--- src/rtl/serial_arith_pkg.sv ---
// Shared definitions for the bit-serial arithmetic blocks: FSM encoding and default width.
package serial_arith_pkg;

  localparam int unsigned DefaultWidth = 8;

  // 2'd3 is unused; the controller treats it as a fault and returns to StIdle.
  typedef enum logic [1:0] {
    StIdle = 2'd0,
    StRun  = 2'd1,
    StDone = 2'd2
  } state_e;

endpackage

--- src/rtl/serial_add_ctrl_if.sv ---
// Start/ready/done handshake plus operand and result buses of the serial adder.
interface serial_add_ctrl_if
  import serial_arith_pkg::*;
#(
  parameter int unsigned WIDTH = DefaultWidth
);

  logic             start;
  logic [WIDTH-1:0] a;
  logic [WIDTH-1:0] b;
  logic             cin;
  logic             ready;
  logic             busy;
  logic             done;
  logic [WIDTH-1:0] sum;
  logic             cout;

  modport master (
    output start, a, b, cin,
    input  ready, busy, done, sum, cout
  );

  modport slave (
    input  start, a, b, cin,
    output ready, busy, done, sum, cout
  );

endinterface

--- src/rtl/FullAdder.sv ---
// One-bit full adder cell shared by the serial arithmetic blocks.
module FullAdder (
  input  logic A,
  input  logic B,
  input  logic C,
  output logic Sum,
  output logic Carry
);

  assign Sum   = A ^ B ^ C;
  assign Carry = (A & B) | (C & (A ^ B));

endmodule

--- src/rtl/serial_add_ctrl.sv ---
// Bit-serial adder: one full adder cell walks LSB-first over WIDTH cycles, then pulses done.
module serial_add_ctrl
  import serial_arith_pkg::*;
#(
  parameter int unsigned WIDTH = DefaultWidth
) (
  input  logic             clk,
  input  logic             rst,
  serial_add_ctrl_if.slave bus
);

  localparam int unsigned CntW = $clog2(WIDTH + 1);
  localparam logic [CntW-1:0] LastCnt = CntW'(WIDTH - 1);

  state_e           state_q;
  logic [WIDTH-1:0] a_sr_q, b_sr_q, sum_sr_q, sum_q;
  logic [CntW-1:0]  cnt_q;
  logic             carry_q, cout_q, ready_q, busy_q, done_q;
  logic             cell_sum, cell_carry;
  logic [WIDTH-1:0] sum_shift;

  FullAdder u_fa (
    .A    (a_sr_q[0]),
    .B    (b_sr_q[0]),
    .C    (carry_q),
    .Sum  (cell_sum),
    .Carry(cell_carry)
  );

  // Written as shift-then-set so WIDTH=1 needs no empty slice.
  always_comb begin
    sum_shift            = sum_sr_q >> 1;
    sum_shift[WIDTH-1]   = cell_sum;
  end

  always_ff @(posedge clk or posedge rst) begin
    if (rst) begin
      state_q  <= StIdle;
      a_sr_q   <= '0;
      b_sr_q   <= '0;
      sum_sr_q <= '0;
      sum_q    <= '0;
      cnt_q    <= '0;
      carry_q  <= 1'b0;
      cout_q   <= 1'b0;
      ready_q  <= 1'b1;
      busy_q   <= 1'b0;
      done_q   <= 1'b0;
    end else begin
      case (state_q)
        StIdle: begin
          if (bus.start) begin
            a_sr_q   <= bus.a;
            b_sr_q   <= bus.b;
            carry_q  <= bus.cin;
            cnt_q    <= '0;
            sum_sr_q <= '0;
            state_q  <= StRun;
            ready_q  <= 1'b0;
            busy_q   <= 1'b1;
          end
        end
        StRun: begin
          a_sr_q   <= a_sr_q >> 1;
          b_sr_q   <= b_sr_q >> 1;
          sum_sr_q <= sum_shift;
          carry_q  <= cell_carry;
          cnt_q    <= cnt_q + CntW'(1);
          if (cnt_q == LastCnt) begin
            sum_q   <= sum_shift;
            cout_q  <= cell_carry;
            state_q <= StDone;
            busy_q  <= 1'b0;
            done_q  <= 1'b1;
          end
        end
        StDone: begin
          done_q  <= 1'b0;
          ready_q <= 1'b1;
          state_q <= StIdle;
        end
        default: begin
          state_q <= StIdle;
          ready_q <= 1'b1;
          busy_q  <= 1'b0;
          done_q  <= 1'b0;
        end
      endcase
    end
  end

  assign bus.ready = ready_q;
  assign bus.busy  = busy_q;
  assign bus.done  = done_q;
  assign bus.sum   = sum_q;
  assign bus.cout  = cout_q;

endmodule
--- src/flat_wrapper.sv ---
// flat-port wrapper written by rule: the top's interface ports become plain ports
module serial_add_ctrl_flat import serial_arith_pkg::*;
#(
  parameter int unsigned WIDTH = DefaultWidth
)
  (clk, rst, bus_start, bus_a, bus_b, bus_cin, bus_ready, bus_busy, bus_done, bus_sum, bus_cout);
  serial_add_ctrl_if #(.WIDTH(WIDTH)) bus_i ();
  input  logic clk;
  input  logic rst;
  input wire logic [$bits(bus_i.start)-1:0] bus_start;
  input wire logic [$bits(bus_i.a)-1:0] bus_a;
  input wire logic [$bits(bus_i.b)-1:0] bus_b;
  input wire logic [$bits(bus_i.cin)-1:0] bus_cin;
  output wire logic [$bits(bus_i.ready)-1:0] bus_ready;
  output wire logic [$bits(bus_i.busy)-1:0] bus_busy;
  output wire logic [$bits(bus_i.done)-1:0] bus_done;
  output wire logic [$bits(bus_i.sum)-1:0] bus_sum;
  output wire logic [$bits(bus_i.cout)-1:0] bus_cout;
  assign bus_i.start = bus_start;
  assign bus_i.a = bus_a;
  assign bus_i.b = bus_b;
  assign bus_i.cin = bus_cin;
  assign bus_ready = bus_i.ready;
  assign bus_busy = bus_i.busy;
  assign bus_done = bus_i.done;
  assign bus_sum = bus_i.sum;
  assign bus_cout = bus_i.cout;
  serial_add_ctrl #(.WIDTH(WIDTH)) u_core (.clk(clk), .rst(rst), .bus(bus_i));
endmodule
--- config.mk ---
export PLATFORM = sky130hd
export DESIGN_NAME = serial_add_ctrl_flat
export DESIGN_NICKNAME = d
export VERILOG_FILES = /design/src/rtl/serial_arith_pkg.sv /design/src/rtl/serial_add_ctrl_if.sv /design/src/rtl/FullAdder.sv /design/src/rtl/serial_add_ctrl.sv /design/src/flat_wrapper.sv
export SDC_FILE = /design/constraint.sdc
export NUM_CORES = 1
export LEC_CHECK = 0
export CAP_MARGIN = 20
export CORE_MARGIN = 4
export CORE_UTILIZATION = 56
export DETAILED_ROUTE_END_ITERATION = 12
export GPL_TIMING_DRIVEN = 0
export PLACE_DENSITY = 0.81
export SLEW_MARGIN = 30
export SYNTH_ARGS = -nofsm -noshare
export SYNTH_HDL_FRONTEND = slang
export SYNTH_HIERARCHICAL = 1
export SYNTH_SLANG_ARGS = --single-unit
--- constraint.sdc ---
create_clock -name clk -period 2.9 [get_ports clk]
set_clock_uncertainty 0.05 [all_clocks]
set_input_delay 0.58 -clock clk [delete_from_list [all_inputs] [get_ports clk]]
set_output_delay 0.58 -clock clk [all_outputs]
set_load 0.01 [all_outputs]
==> qor.csv <==
metric,value,unit
die_w,66.09,um
ir_drop,0.0004636,V
initial_core_util,0.6040,
timing.fmax,490.7,MHz
hold_viol,0,
holdBufCountCts,0,
grt_max_degree,28,
ctsHtreeMaxLevel,2,
worstPathMaxFanout,2,
finalPower,2.264,mW
synth_mux_area_frac,0.07483,
min-delay-start,u_core/a_sr_q[6],
dp_hpwl,2705,um
cp_slowest_cell,dfstp_2,
cap_violations,0,
fp.dieArea,0.004367,mm^2
fin_util,0.7404,
yosys.area_share.simple,0.1358,
cts_buffers,5,
clock_latency,0.34,ns
grt_pass1_wl,6334,um
finalCritPeriodShare,0.7027,
dr.pass1.iters,4,
min_path_type,flop to flop,
post_cts_buffers,0,
max_stage_delay,0.55,ns
worstPathRequired,2.27,ns
gr-usage-all-layers,0.1920,
hold_depth,2,
postRouteAntennaNets,0,
startpoint_type,flop,
power_density,977.5,mW/mm^2
path_class,flop to output pin,
maxSlewHeadroom,0.7452,
row_count,20,
cp_top_family,flip-flops,
port_buffers,30,
clock_path_buffers,2,
vias,1373,
outcome,"complete, no violations",
holdWs,0.4455,ns
placed_cell_area,0.002265,mm^2
die_h,66.09,um
setup_tns,0,ns
synth_xor_area_frac,0,
rrSetupSlack,1.25,ns
drc,0,
r2r_end,u_core/bus.sum[1],
min_period,2.038,ns
via_per_inst,5.604,
drv_slew,0,
postSynthCellCount,164,
tritoncts,yes,
antenna_found_initial,0,
fin_nets,224,
ys_seq_area_frac,0.5570,
cts_root_buf,clkbuf_4,
cts.sinks,42,
rsz0062_at_grt,no,
synth_top_family_by_area,compound AO/OA/AOI/OAI gates,
drtIter0Drc,75,
first_global_vias,1404,
cts_resized,0,
yosys_register_bits,42,
synth_compound_area_frac,0.1709,
area_growth_syn_to_layout,22.58,%
worst_pin_slew,0.3821,ns
grt_overflow,0,
cp_cell_sequence,clkdlybuf4s50_1,
drive_above_1_share,0.1592,
synthAdderAreaFrac,0.01722,
clk_pin_slew_worst_paths,0.10,ns
worst_r2r_path_depth,5,
p_leak,1.094,nW
ioPinCount,32,
cp-end-kind,output pin,
antenna_cells,0,
cp_num_buf_inv,1,
finalSetupViolations,0,
coreArea,0.003128,mm^2
place.gp.congestion,0.8044,
ys_types,33,
hold-path-endpoint,u_core/a_sr_q[6],
drt_wl_total,3668,um
netlist_area,0.001889,mm^2
syn_area_per_cell,11.52,um^2
ys_warn_count,6,
postLayoutCellArea,0.002316,mm^2
arrival,1.41,ns
wl_per_cell,14.97,um
synthesis.nets,186,
timing.rr.start,u_core/cnt_q[0],
[flip-flops by register name, indices dropped and copies added (netlist names), 2 cells and up]
signal and flops:
u_core/a_sr_q 8, u_core/b_sr_q 8, u_core/bus.sum 8, u_core/sum_sr_q 7
u_core/cnt_q 4, u_core/state_q 2
[worst reg2reg max path: cells and delay by family, from the launching register on]
| family | cells | cell delay [ns] |
|---|---|---|
| fa+ha+maj | 1 | 0.22 |
| mux | 1 | 0.32 |
| buf+inv | 1 | 0.21 |
| flops | 1 | 0.40 |
| simple gates | 2 | 0.35 |
[report_power, final]
part,switching (mW),internal (mW)
sequential,0.164,0.834
combinational,0.452,0.535
clock,0.170,0.109
[final cells by class]
cell class | instances | area (um^2)
flip-flops and latches | 42 | 1052
fillers | 239 | 812.0
multi-input cells | 106 | 753.2
repair buffers | 31 | 320.3
plain buffers | 12 | 68.82
well taps | 44 | 55.05
clock buffers | 6 | 51.30
inverters | 4 | 15.01
[cell families (layout without fill, tap and decap cells)]
family | Yosys count | count (layout)
AO/OA/AOI/OAI | 51 | 51
AND/OR/NAND/NOR | 43 | 43
flip-flops | 42 | 42
buffers and inverters | 16 | 53
multiplexers | 10 | 10
adder cells (fa/ha/maj) | 2 | 2
[routing by layer]
layer	global-route usage	up-vias	part of all wire
li1	-	650	-
met1	0.2403	675	0.43
met2	0.3247	43	0.51
met3	0.03741	5	0.044
met4	0.07614	0	0.014
met5	0	-	0
[stage by stage]
step                worst slack [ns]  instances
detailed placement             1.227        239
floorplan                      1.297        164
CTS                           0.8326        245
finish                        0.8621        245
global route                  0.8097        245
global placement              0.5151        238
[placed cells by master (no fill, tap or decap), types with 2 or more instances in the layout]
master / Yosys / layout
dfrtp_1: 41 / 41
clkdlybuf4s50_1: 0 / 30
nand2_1: 18 / 18
a21oi_1: 16 / 16
and3b_1: 14 / 14
o21ai_0: 12 / 12
mux2_4: 8 / 8
a22o_1: 8 / 8
buf_2: 7 / 7
o21ai_1: 6 / 6
clkbuf_4: 0 / 5
nor2b_1: 4 / 4
inv_1: 4 / 3
buf_4: 2 / 2
nand2b_1: 2 / 2
clkbuf_1: 2 / 2
a22oi_1: 2 / 2
[synthesized netlist by cell type (all sizes together)]
cell type | number | area (um^2)
o21bai | 1 | 18.77
nand2 | 18 | 67.56
dfrtp | 41 | 1026
and3b | 14 | 122.6
and2 | 1 | 6.260
buf | 10 | 61.30
o31ai | 1 | 7.510
nand3 | 1 | 5.000
o21ai | 18 | 90.09
dfstp | 1 | 26.28
nor2 | 2 | 10.01
ha | 1 | 12.51
nor2b | 4 | 25.02
inv | 4 | 15.01
nand3b | 1 | 7.510
mux2 | 9 | 131.4
a32o | 1 | 10.01
o22ai | 1 | 6.260
mux2i | 1 | 10.01
clkbuf | 2 | 7.510
a22oi | 2 | 15.01
fa | 1 | 20.02
a21oi | 16 | 80.08
a31oi | 1 | 6.260
nand2b | 2 | 12.51
a21o | 1 | 8.760
a22o | 9 | 80.08
[worst max path at each step]
| stage | endpoint | from | cells after the start | slack [ns] |
|---|---|---|---|---|
| after detailed placement | bus_ready | u_core/bus.ready | 1 | 1.23 |
| after floorplan | u_core/a_sr_q[0] | rst | 1 | 1.30 |
| after global routing | bus_ready | u_core/bus.ready | 1 | 0.81 |
| after CTS | bus_ready | u_core/bus.ready | 1 | 0.83 |
| after global placement | u_core/bus.done | rst | 2 | 0.52 |
| final | bus_ready | u_core/bus.ready | 1 | 0.86 |
(Power assumes the default switching activity.)
